### src/rtl/rvfi_trace_packer.sv
// RVFI retirement packet builder (NRET=1): collects decode, memory, writeback and retire
// events of one instruction into shadow registers and presents them as a one-cycle packet.
module rvfi_trace_packer #(
    parameter int XLEN    = 32,
    parameter int ORDER_W = 64
) (
    input  logic                 clock,
    input  logic                 reset,
    input  logic                 dec_valid,
    input  logic [XLEN-1:0]      dec_pc,
    input  logic [31:0]          dec_insn,
    input  logic [4:0]           dec_rs1_addr,
    input  logic [4:0]           dec_rs2_addr,
    input  logic [XLEN-1:0]      rf_rs1_rdata,
    input  logic [XLEN-1:0]      rf_rs2_rdata,
    input  logic                 mem_valid,
    input  logic                 mem_ready,
    input  logic                 mem_instr,
    input  logic [XLEN-1:0]      mem_addr,
    input  logic [XLEN/8-1:0]    mem_rmask,
    input  logic [XLEN/8-1:0]    mem_wstrb,
    input  logic [XLEN-1:0]      mem_wdata,
    input  logic [XLEN-1:0]      mem_rdata,
    input  logic                 wb_valid,
    input  logic [4:0]           wb_rd_addr,
    input  logic [XLEN-1:0]      wb_rd_wdata,
    input  logic                 ret_valid,
    input  logic [XLEN-1:0]      ret_pc_next,
    input  logic                 ret_trap,
    output logic                 rvfi_valid,
    output logic [ORDER_W-1:0]   rvfi_order,
    output logic [31:0]          rvfi_insn,
    output logic                 rvfi_trap,
    output logic [XLEN-1:0]      rvfi_pc_rdata,
    output logic [XLEN-1:0]      rvfi_pc_wdata,
    output logic [4:0]           rvfi_rs1_addr,
    output logic [4:0]           rvfi_rs2_addr,
    output logic [XLEN-1:0]      rvfi_rs1_rdata,
    output logic [XLEN-1:0]      rvfi_rs2_rdata,
    output logic [4:0]           rvfi_rd_addr,
    output logic [XLEN-1:0]      rvfi_rd_wdata,
    output logic [XLEN-1:0]      rvfi_mem_addr,
    output logic [XLEN/8-1:0]    rvfi_mem_rmask,
    output logic [XLEN/8-1:0]    rvfi_mem_wmask,
    output logic [XLEN-1:0]      rvfi_mem_rdata,
    output logic [XLEN-1:0]      rvfi_mem_wdata,
    output logic                 proto_err
);

    typedef enum logic [1:0] {IDLE, EXEC, EMIT} state_t;

    state_t              state_reg;
    logic [ORDER_W-1:0]  order_reg;
    logic [XLEN-1:0]     pc_reg;
    logic [31:0]         insn_reg;
    logic [4:0]          rs1_addr_reg, rs2_addr_reg;
    logic [XLEN-1:0]     rs1_rdata_reg, rs2_rdata_reg;
    logic [4:0]          rd_addr_reg, rd_addr_next;
    logic [XLEN-1:0]     rd_wdata_reg, rd_wdata_next;
    logic                mem_seen_reg, mem_seen_next;
    logic [XLEN-1:0]     mem_addr_reg, mem_addr_next;
    logic [XLEN/8-1:0]   mem_rmask_reg, mem_rmask_next;
    logic [XLEN/8-1:0]   mem_wmask_reg, mem_wmask_next;
    logic [XLEN-1:0]     mem_rdata_reg, mem_rdata_next;
    logic [XLEN-1:0]     mem_wdata_reg, mem_wdata_next;

    logic mem_fire;
    assign mem_fire   = mem_valid & mem_ready & ~mem_instr;
    assign rvfi_order = order_reg;

    // Next-state shadows fold in this cycle's events so a retire can include them.
    always_comb begin
        rd_addr_next   = rd_addr_reg;
        rd_wdata_next  = rd_wdata_reg;
        mem_seen_next  = mem_seen_reg;
        mem_addr_next  = mem_addr_reg;
        mem_rmask_next = mem_rmask_reg;
        mem_wmask_next = mem_wmask_reg;
        mem_rdata_next = mem_rdata_reg;
        mem_wdata_next = mem_wdata_reg;
        if (state_reg == EXEC) begin
            if (wb_valid) begin
                rd_addr_next  = wb_rd_addr;
                rd_wdata_next = (wb_rd_addr == 5'd0) ? '0 : wb_rd_wdata;
            end
            if (mem_fire && !mem_seen_reg) begin
                mem_seen_next  = 1'b1;
                mem_addr_next  = mem_addr;
                mem_rmask_next = mem_rmask;
                mem_wmask_next = mem_wstrb;
                mem_rdata_next = mem_rdata;
                mem_wdata_next = mem_wdata;
            end
        end
    end

    always_ff @(posedge clock) begin
        if (!reset) begin
            state_reg      <= IDLE;
            order_reg      <= '0;
            pc_reg         <= '0;
            insn_reg       <= '0;
            rs1_addr_reg   <= '0;
            rs2_addr_reg   <= '0;
            rs1_rdata_reg  <= '0;
            rs2_rdata_reg  <= '0;
            rd_addr_reg    <= '0;
            rd_wdata_reg   <= '0;
            mem_seen_reg   <= 1'b0;
            mem_addr_reg   <= '0;
            mem_rmask_reg  <= '0;
            mem_wmask_reg  <= '0;
            mem_rdata_reg  <= '0;
            mem_wdata_reg  <= '0;
            rvfi_valid     <= 1'b0;
            rvfi_insn      <= '0;
            rvfi_trap      <= 1'b0;
            rvfi_pc_rdata  <= '0;
            rvfi_pc_wdata  <= '0;
            rvfi_rs1_addr  <= '0;
            rvfi_rs2_addr  <= '0;
            rvfi_rs1_rdata <= '0;
            rvfi_rs2_rdata <= '0;
            rvfi_rd_addr   <= '0;
            rvfi_rd_wdata  <= '0;
            rvfi_mem_addr  <= '0;
            rvfi_mem_rmask <= '0;
            rvfi_mem_wmask <= '0;
            rvfi_mem_rdata <= '0;
            rvfi_mem_wdata <= '0;
            proto_err      <= 1'b0;
        end else begin
            rvfi_valid <= 1'b0;
            if (state_reg == EMIT)
                order_reg <= order_reg + 1'b1;
            if (dec_valid) begin
                // A decode while a packet is still open abandons that packet.
                if (state_reg == EXEC)
                    proto_err <= 1'b1;
                state_reg     <= EXEC;
                pc_reg        <= dec_pc;
                insn_reg      <= dec_insn;
                rs1_addr_reg  <= dec_rs1_addr;
                rs2_addr_reg  <= dec_rs2_addr;
                rs1_rdata_reg <= (dec_rs1_addr == 5'd0) ? '0 : rf_rs1_rdata;
                rs2_rdata_reg <= (dec_rs2_addr == 5'd0) ? '0 : rf_rs2_rdata;
                rd_addr_reg   <= '0;
                rd_wdata_reg  <= '0;
                mem_seen_reg  <= 1'b0;
                mem_addr_reg  <= '0;
                mem_rmask_reg <= '0;
                mem_wmask_reg <= '0;
                mem_rdata_reg <= '0;
                mem_wdata_reg <= '0;
            end else begin
                case (state_reg)
                    IDLE: begin
                        if (ret_valid)
                            proto_err <= 1'b1;
                    end
                    EXEC: begin
                        if (mem_fire && mem_seen_reg)
                            proto_err <= 1'b1;
                        rd_addr_reg   <= rd_addr_next;
                        rd_wdata_reg  <= rd_wdata_next;
                        mem_seen_reg  <= mem_seen_next;
                        mem_addr_reg  <= mem_addr_next;
                        mem_rmask_reg <= mem_rmask_next;
                        mem_wmask_reg <= mem_wmask_next;
                        mem_rdata_reg <= mem_rdata_next;
                        mem_wdata_reg <= mem_wdata_next;
                        if (ret_valid) begin
                            state_reg      <= EMIT;
                            rvfi_valid     <= 1'b1;
                            rvfi_insn      <= insn_reg;
                            rvfi_trap      <= ret_trap;
                            rvfi_pc_rdata  <= pc_reg;
                            rvfi_pc_wdata  <= ret_pc_next;
                            rvfi_rs1_addr  <= rs1_addr_reg;
                            rvfi_rs2_addr  <= rs2_addr_reg;
                            rvfi_rs1_rdata <= rs1_rdata_reg;
                            rvfi_rs2_rdata <= rs2_rdata_reg;
                            rvfi_rd_addr   <= ret_trap ? 5'd0 : rd_addr_next;
                            rvfi_rd_wdata  <= ret_trap ? '0 : rd_wdata_next;
                            rvfi_mem_addr  <= mem_addr_next;
                            rvfi_mem_rmask <= mem_rmask_next;
                            rvfi_mem_wmask <= ret_trap ? '0 : mem_wmask_next;
                            rvfi_mem_rdata <= mem_rdata_next;
                            rvfi_mem_wdata <= mem_wdata_next;
                        end
                    end
                    default: state_reg <= IDLE;
                endcase
            end
        end
    end

endmodule

### config.mk
export PLATFORM = sky130hd
export DESIGN_NAME = rvfi_trace_packer
export DESIGN_NICKNAME = d
export VERILOG_FILES = /design/src/rtl/rvfi_trace_packer.sv
export SDC_FILE = /design/constraint.sdc
export NUM_CORES = 1
export LEC_CHECK = 0
export BUFFER_PORTS_ARGS = -buffer_cell sky130_fd_sc_hd__buf_2
export CAP_MARGIN = 20
export CORE_AREA = 8 8 269 271
export DETAILED_ROUTE_END_ITERATION = 7
export DIE_AREA = 0 0 277 279
export PLACE_DENSITY = 0.57
export SYNTH_ARGS = -nofsm -noshare
export SYNTH_HDL_FRONTEND = slang
export SYNTH_SLANG_ARGS = --single-unit
### constraint.sdc
create_clock -name clock -period 3 [get_ports clock]
set_input_delay 0.3 -clock clock [delete_from_list [all_inputs] [get_ports clock]]
set_output_delay 0.3 -clock clock [all_outputs]
set_load 0.03 [all_outputs]
# Yosys cells after proc, flatten, opt, wreduce, memory -nomap -nowiden

Index checks and enable logic that the tools add are counted.

Register bits: 660
Latch bits: 0
RAM bits: 0
Memory bits (read-only): 0
Input bits: 320
Output and inout port bits: 378
Word-level logic and storage cells: 87
Memories: 0

$add $sub $neg: 1
Multiply operators: 0
Div/mod/pow operators: 0
Magnitude comparators: 0
Equal/unequal tests: 8
Shifts and indexed selects: 0
Muxes and demuxes: 22
Bitwise logic cells: 7
Reductions and logical operators: 15

Operator list:

| operator                                              | number |
|---|---|
| two-way mux 32 bit                                    | 8 |
| adder 64 x 1 -> 64 bit, second input constant         | 1 |
| logical NOT 5 bit                                     | 3 |
| two-way mux 4 bit                                     | 3 |
| two-way mux 5 bit                                     | 2 |
| two-way mux 1 bit                                     | 6 |
| inequality test 3 bit, second input constant          | 2 |
| AND reduction 2 bit                                   | 3 |
| NOT 1 bit                                             | 5 |
| inequality test 2 bit, second input constant          | 2 |
| one-hot mux 2 bit (2 select lines)                    | 1 |
| AND reduction 4 bit                                   | 1 |
| inequality test 3 x 2 -> 1 bit, second input constant | 1 |
| AND reduction 3 bit                                   | 1 |
| OR reduction 3 bit                                    | 1 |
| AND 1 bit                                             | 2 |
| == test 2 x 1 -> 1 bit, second input constant         | 1 |
| == test 2 bit, second input constant                  | 1 |
| logical AND 1 bit                                     | 2 |
| logical NOT 2 bit                                     | 1 |
| two-way mux 2 bit                                     | 1 |
| inequality test 2 x 1 -> 1 bit, second input constant | 1 |
| one-hot mux 1 bit (2 select lines)                    | 1 |
| nonzero test 2 bit                                    | 1 |
| 2 further kinds                                       | 2 |

# Depth between registers and ports, before layout

Gate-level depths: netlist of the first run.

Depth after elaboration: 6
Mapped depth: 8

# Worst setup path before layout of the first run

Ideal clock, no wire load.

Path kind: register -> register
From: register order_reg[0], in the netlist rvfi_order[0]
To: register order_reg[62], in the netlist rvfi_order[62]
Library setup time: 70 ps
Data arrival time: 2210 ps
Path slack: 719 ps
Stages on the path, launching flop included: 8
Buffers on the path: 1
Period minus slack after synthesis: 2281 ps
Path through: dfxtp_1 > ha_1 > nand4b_1 > nor4_4 > nand4_2 > buf_2 > or3_1 > a21oi_1

Longest elaborated chain between the ends: 1

RTL lines:

| element                | line | text |
|---|---|---|
| from (decl)            | 53   | `logic [ORDER_W-1:0] order_reg;` |
| from (signal assigned) | 135  | `order_reg <= order_reg + 1'b1;` |
| adder 64 x 1 -> 64 bit | 135  |  |

Every way passes these cells.
A chain may end at the register's enable or synchronous reset.

# Worst setup path in the final report of the first run

From: register order_reg[0], in the netlist rvfi_order[0]
To: register order_reg[50], in the netlist rvfi_order[50]

Same word-level chain as after synthesis.

==> results of run 1 <==
cell usage after synthesis (4+ instances only):
master	number	area, µm²
xnor2_1	18	158
nand2_1	651	2440
nor2_1	268	1010
or4_1	14	105
mux2_2	4	45.0
a211oi_1	105	788
o21a_1	4	30.0
buf_2	21	105
nand4_1	21	131
clkbuf_1	181	679
a21oi_1	347	1740
nand2b_1	4	25.0
or3_1	20	125
a22oi_1	36	270
nor4_1	9	56.3
a22o_1	96	841
xor2_1	12	105
nor3_1	21	105
buf_1	7	26.3
o21ai_0	19	95.1
inv_1	12	45.0
o31ai_1	12	90.1
dfxtp_1	660	13200
nand3_1	17	85.1
mux2i_1	180	1800
and3_1	6	37.5
through the flow:
stage	area [µm²]	setup WS, ns
3_3_place_gp	28800	0.529
5_1_grt	34000	0.294
3_5_place_dp	28800	0.480
2_1_floorplan	24500	0.719
4_1_cts	34000	0.446
6_report	34000	0.482
final timing paths:
check,startpoint,to,slack (ns),cells after the start
hold reg to reg,rs1_addr_reg[1],rvfi_rs1_addr[1],0.44,2
setup reg to reg,rvfi_order[0],rvfi_order[50],0.48,7
setup / recovery,rvfi_order[0],rvfi_order[50],0.48,7
hold / removal,dec_pc[13],pc_reg[13],0.04,3
layer usage:
metal / up-vias / GRT usage (%) / routed length [µm]
li1: 11300 / - / -
met1: 10600 / 24.2 / 34300
met2: 660 / 35.6 / 41700
met3: 203 / 5.73 / 5740
met4: 6 / 9.97 / 3870
met5: - / 0 / 40
worst min-delay path, delay by kind of cell:
family	cells	cell delay, ns
buffers and inverters	1	0.12
muxes	1	0.08
and+or+nand+nor	1	0.09
power groups by stage:
stage	logic (mW)	clock network, mW	registers [mW]
after floorplan	0.633	0	9.44
after global placement	1.38	0	9.28
after detailed placement	1.38	0	9.29
after CTS	1.70	9.32	9.10
after global routing	1.81	9.69	9.12
final	1.68	9.06	9.10
placed cells by master, fill, tap and decap left out, drive strengths merged, types with 2 or more instances in the layout:
cell type	n
nor4	13
or4	14
nor3	22
xor2	12
mux2i	180
a211oi	105
bufinv	4
or3	20
nor2b	2
diode	9
a22oi	36
clkinv	19
clkinvlp	2
o31ai	12
dfxtp	660
dlygate4sd3	271
mux2	4
or2	3
xnor2	18
nand3	18
clkbuf	106
nand4	26
buf	736
a21oi	347
nand2	651
and3	6
inv	14
nand2b	4
and2	3
nor2	268
o21ai	19
o21a	4
a22o	96
kinds of logic (layout without fill, tap and decap cells):
family                   Yosys count  in the layout
XOR/XNOR                          30             30
adder cells (fa/ha/maj)            1              1
AO/OA/AOI/OAI                    620            620
other                              0              9
AND/OR/NAND/NOR                 1055           1055
flip-flops                       660            660
buffers and inverters            224           1152
multiplexers                     184            184
cell type report:
type	count	area [µm²]
fill	6569	34000
sequential	660	13200
multi-input combinational	1890	10400
timing repair buffer	1007	6700
clock buffer	106	2120
tap	882	1100
clock inverter	26	334
inverter	13	56.3
antenna	9	22.5
repair_timing:
action                                  in CTS  in global routing
endpoints found under the hold margin      311                  0
hold buffers                               271                  0
endpoints found under the setup margin       0                  0
==> flow_summary_export.csv, run 1 <==
group,metric,value,unit
status,outcome,"complete, no violations",
global_route,antenna_found_initial,13,
power,power.switching,4.81,mW
clocking,post_cts_buffers,0,
worst_setup_path,critical-path-top-delay-family,"simple AND/OR/NAND/NOR gates",
global_route,grt_pass1_vias,22000,
yosys,syn-cell-area,24500,µm²
clocking,cts_tree,"built",
yosys,synth_cell_types,45,
yosys,synth_xor_area_share,1.07,%
power,switching_share,24.2,%
detailed_routing,wl,85.7,mm
detailed_routing,drc,0,
worst_setup_path,path_cells,"ha_1, nand4b_1, nor4_4, nand4_2, buf_4, or3_1, a21oi_1",
clocking,htree_levels,3,
floorplanning,core,68000,µm²
timing,maxSlewViolCount,0,
power,power.leakage,13.8,nW
timing,fin_worst_skew,0.0274,ns
floorplanning,rows,96,
yosys,synth_ff_type,"dfxtp_1",
worst_setup_path,cp_max_fo,9,
hold_path,worstHoldPathType,"in -> reg",
detailed_routing,drt-wirelength-per-cell,18.7,µm
final_layout,final_util,50.0,%
final_layout,fin_nets,3966,
worst_setup_path,max_stage_delay,0.47,ns
power,power_density,584,nW/µm²
placed_design,placed_cells,4181,
yosys,ys_ff_latch,660,
worst_setup_path,cp-end-kind,"register",
power,clock_power_share,45.7,%
global_route,gr-total-overflow,0,
clocking,cts_buffer_depth,3,
power,peakVddDrop,0.387,mV
floorplanning,die_y,279,µm
final_layout,area_delta_synth_final,39.0,%
power,power,19.8,mW
global_route,grt_max_degree,171,
detailed_routing,dr.pass1.iters,5,
placed_design,port_buffers,697,
worst_setup_path,worstSetupPathType,"reg -> reg",
placed_design,gp_congestion,0.803,
yosys,synth_top_family_by_area,"simple AND/OR/NAND/NOR gates",
yosys,synth_fa_ha_area_share,0.0512,%
yosys,synth-simple-area-share,17.9,%
yosys,ys_warn_count,0,
clocking,path_clk_slew,0.06,ns
floorplanning,die_w,277,µm
detailed_routing,vias,22700,
worst_setup_path,crit_path_start_kind,"register",
worst_setup_path,path_buf_inv,1,
yosys,postSynth.asyncResetShare,0,%
detailed_routing,viasPerCell,4.95,
timing,worst_pin_slew,0.858,ns
clocking,cts_resized,0,
clocking,root_buffer,"clkbuf_16",
global_route,grt_pass1_wl,130,mm
timing,setup_tns,0,ns
floorplanning,die-area,77300,µm²
worst_setup_path,cp.required,3.53,ns
timing,setup_viol,0,
final_layout,largest_register_ffs,64,
yosys,synth_nets,3095,
floorplanning,start_util,36.0,%
clocking,clk-insertion-delay-late,0.61,ns
yosys,muxShareOfSynthArea,7.55,%
detailed_routing,drt_iter0_drc,1332,
global_route,track_usage,20.9,%
timing,rsz0062_at_grt,"false",
worst_setup_path,arrival,3.04,ns
worst_setup_path,slowest_stage,"nor4_4",
timing,max_slew_margin,42.8,%
timing,hold_ws,0.0379,ns
placed_design,place_hpwl,58.5,mm
floorplanning,ios,698,
clocking,numCtsBuffers,73,
power,internal-power,15.0,mW
yosys,synth_compound_area_share,15.8,%
yosys,synth_cells,2774,
detailed_routing,ant_nets,0,
timing,period_share,83.9,%
power,pwr-share-comb,8.5,%
final_layout,final_cell_count_no_fill,4593,
timing,fin_crit,2.52,ns
yosys,synth_edf_count,0,
clocking,cts.sinks,660,
power,p_seq_share,45.9,%
timing,finalHoldViolCount,0,
run,max_cap_viol_count,0,
timing,fmax,0.397,GHz
yosys,ys_seq_area_share,54.0,%
final_layout,drive_gt1_share,23.9,%
yosys,syn_area_per_cell,8.82,µm²
(Power assumes the default switching activity.)
==> run 2, diff against run 1 <==
--- a/config.mk
+++ b/config.mk
@@ -7,10 +7,10 @@
 export LEC_CHECK = 0
 export BUFFER_PORTS_ARGS = -buffer_cell sky130_fd_sc_hd__buf_2
 export CAP_MARGIN = 20
-export CORE_AREA = 8 8 269 271
+export CORE_AREA = 8 8 266 268
 export DETAILED_ROUTE_END_ITERATION = 7
-export DIE_AREA = 0 0 277 279
-export PLACE_DENSITY = 0.57
+export DIE_AREA = 0 0 274 276
+export PLACE_DENSITY = 0.6
 export SYNTH_ARGS = -nofsm -noshare
 export SYNTH_HDL_FRONTEND = slang
 export SYNTH_SLANG_ARGS = --single-unit
==> constraint.sdc (replaced) <==
create_clock -name clock -period 2.1 [get_ports clock]
set_input_delay 0.21 -clock clock [delete_from_list [all_inputs] [get_ports clock]]
set_output_delay 0.21 -clock clock [all_outputs]
set_load 0.03 [all_outputs]
==> flow_summary_export.csv, run 2 (synthesis results as in run 1) <==
group,metric,value,unit
clocking,cts_tree,"built",
status,outcome,"complete, no violations",
clocking,cts.sinks,660,
final_layout,area_delta_synth_final,44.5,%
hold_path,worstHoldPathType,"in -> reg",
final_layout,layout_common_cells,"696 x buf_2, 649 x nand2_1, 646 x dfxtp_1, 344 x a21oi_1, 302 x dlygate4sd3_1",
detailed_routing,vias,23400,
floorplanning,start_util,36.7,%
worst_setup_path,crit_path_start_kind,"register",
worst_setup_path,cp-startpoint,"state_reg[0]",
worst_setup_path,r2r-start,"state_reg[0]",
detailed_routing,drc,0,
power,power_density,803,nW/µm²
final_layout,drive_gt1_share,26.1,%
placed_design,dp_slack,-0.0527,ns
placed_design,port_buffers,697,
placed_design,placed_area,29800,µm²
detailed_routing,viasPerCell,4.97,
run,max_cap_viol_count,0,
worst_setup_path,r2r_setup_slack,0.11,ns
clocking,cts_buffer_depth,3,
timing,fin_worst_skew,0.0227,ns
worst_setup_path,cp.required,2.60,ns
worst_setup_path,cp.depth,6,
worst_setup_path,critical-path-top-delay-family,"simple AND/OR/NAND/NOR gates",
floorplanning,core,66600,µm²
final_layout,final_util,53.1,%
final_layout,regArea,13200,µm²
worst_setup_path,reg2reg_to,"rvfi_mem_rdata[9]",
global_route,antenna_found_initial,17,
timing,worst_pin_slew,0.901,ns
worst_setup_path,worstSetupPathType,"reg -> reg",
floorplanning,die_w,274,µm
timing,period_share,94.8,%
worst_setup_path,arrival,2.49,ns
clocking,clk-insertion-delay-late,0.60,ns
detailed_routing,drt-wirelength-per-cell,18.6,µm
detailed_routing,dr.pass1.iters,5,
timing,finalHoldViolCount,0,
floorplanning,ios,698,
floorplanning,die_y,276,µm
final_layout,fin_nets,4089,
timing,setup_viol,0,
timing,max_slew_margin,40.0,%
power,peakVddDrop,0.519,mV
final_layout,fill_cells,6135,
worst_setup_path,worstRegToRegCells,6,
worst_setup_path,slowest_stage,"dfxtp_1",
global_route,grt_pass1_wl,134,mm
worst_setup_path,cp-end-kind,"register",
global_route,grt_pass1_vias,23000,
final_layout,multi_input_area,10500,µm²
clocking,root_buffer,"clkbuf_16",
timing,fmax,0.502,GHz
placed_design,place_hpwl,61.1,mm
timing,setup_tns,0,ns
worst_setup_path,cp_max_fo,48,
timing,fin_ws,0.109,ns
clocking,htree_levels,3,
global_route,track_usage,21.9,%
clocking,path_clk_slew,0.06,ns
timing,rsz0062_at_grt,"true",
worst_setup_path,critPathCapture,"rvfi_mem_rdata[9]",
timing,maxSlewViolCount,0,
floorplanning,die-area,75600,µm²
global_route,gr-total-overflow,0,
final_layout,final_common_cell,"buf_2",
worst_setup_path,max_stage_delay,0.53,ns
final_layout,fin_area,35300,µm²
placed_design,gp_congestion,0.877,
final_layout,largest_register_ffs,64,
clocking,numCtsBuffers,73,
power,power.leakage,14.5,nW
detailed_routing,ant_nets,0,
global_route,grt_max_degree,105,
detailed_routing,drt_iter0_drc,1569,
detailed_routing,wl,87.5,mm
timing,fin_crit,1.99,ns
worst_setup_path,path_cells,"nor2b_4, and3_4, buf_12, buf_4, nor2_1, a211oi_1",
floorplanning,rows,95,
worst_setup_path,path_buf_inv,2,
[run 2: cell types whose count changed in the layout (fill, tap and decap cells not counted), sizes merged]
| cell | delta |
|---|---|
| buf | +92 |
| dlygate4sd3 | +31 |
| clkinv | -7 |
| inv | +5 |
| diode | +4 |
| clkinvlp | -2 |
| clkbuf | +1 |
[run 2: how the worst min path moves through the flow]
| stage | startpoint | endpoint | depth (start not counted) |
|---|---|---|---|
| after floorplan | rf_rs1_rdata[0] | rs1_rdata_reg[0] | 1 |
| after global placement | rf_rs2_rdata[7] | rs2_rdata_reg[7] | 2 |
| after detailed placement | rf_rs2_rdata[29] | rs2_rdata_reg[29] | 2 |
| after CTS | wb_rd_addr[4] | rd_addr_reg[4] | 3 |
| after global routing | wb_rd_wdata[29] | rvfi_rd_wdata[29] | 4 |
| final | wb_rd_addr[4] | rd_addr_reg[4] | 3 |
[run 2: cell type report]
cell class	instances	area share, %
multi-input cells	1890	29.8
inverters	13	0.159
flip-flops and latches	660	37.4
clock buffers	107	6.04
well taps	873	3.09
clock inverters	22	0.754
repair buffers	1130	22.6
diodes	13	0.0921
[run 2: timing repair]
item	in CTS	in global routing
hold endpoints to repair	416	0
setup endpoints to repair	8	50
hold buffers	302	0
setup buffers	1	2
pin swaps	1	3
gates resized for setup	2	21
[run 2: worst min-delay path, cell delays in order]
cell	delay, ns
buf_2	0.10
mux2i_1	0.19
a211oi_1	0.10
[run 2: routing by layer]
| layer | track usage (%) | share of wire [%] | wire length (µm) | up-vias |
|---|---|---|---|---|
| met1 | 26.3 | 41 | 35900 | 10900 |
| met2 | 35.9 | 47 | 41100 | 747 |
| met5 | 0 | 0.026 | 23 | - |
| met3 | 5.65 | 7.0 | 6120 | 228 |
| met4 | 10.8 | 5.1 | 4460 | 4 |
| li1 | - | - | - | 11500 |
[run 2: report_power, final]
part           internal, mW  leakage (nW)  switching [mW]  total (mW)
Combinational          1.15          7.99            1.39        2.54
Clock                  7.59          1.19            5.23        12.8
Sequential             12.8          5.36           0.183        13.0
[run 2: through the flow]
stage               power [mW]  hold WS [ns]  std cells
floorplan                 14.4         0.336       2774
global placement          15.3         0.419       4261
detailed placement        15.4         0.421       4261
CTS                       28.7        0.0110       4693
global route              29.4        0.0559       4708
finish                    28.4        0.0523       4708
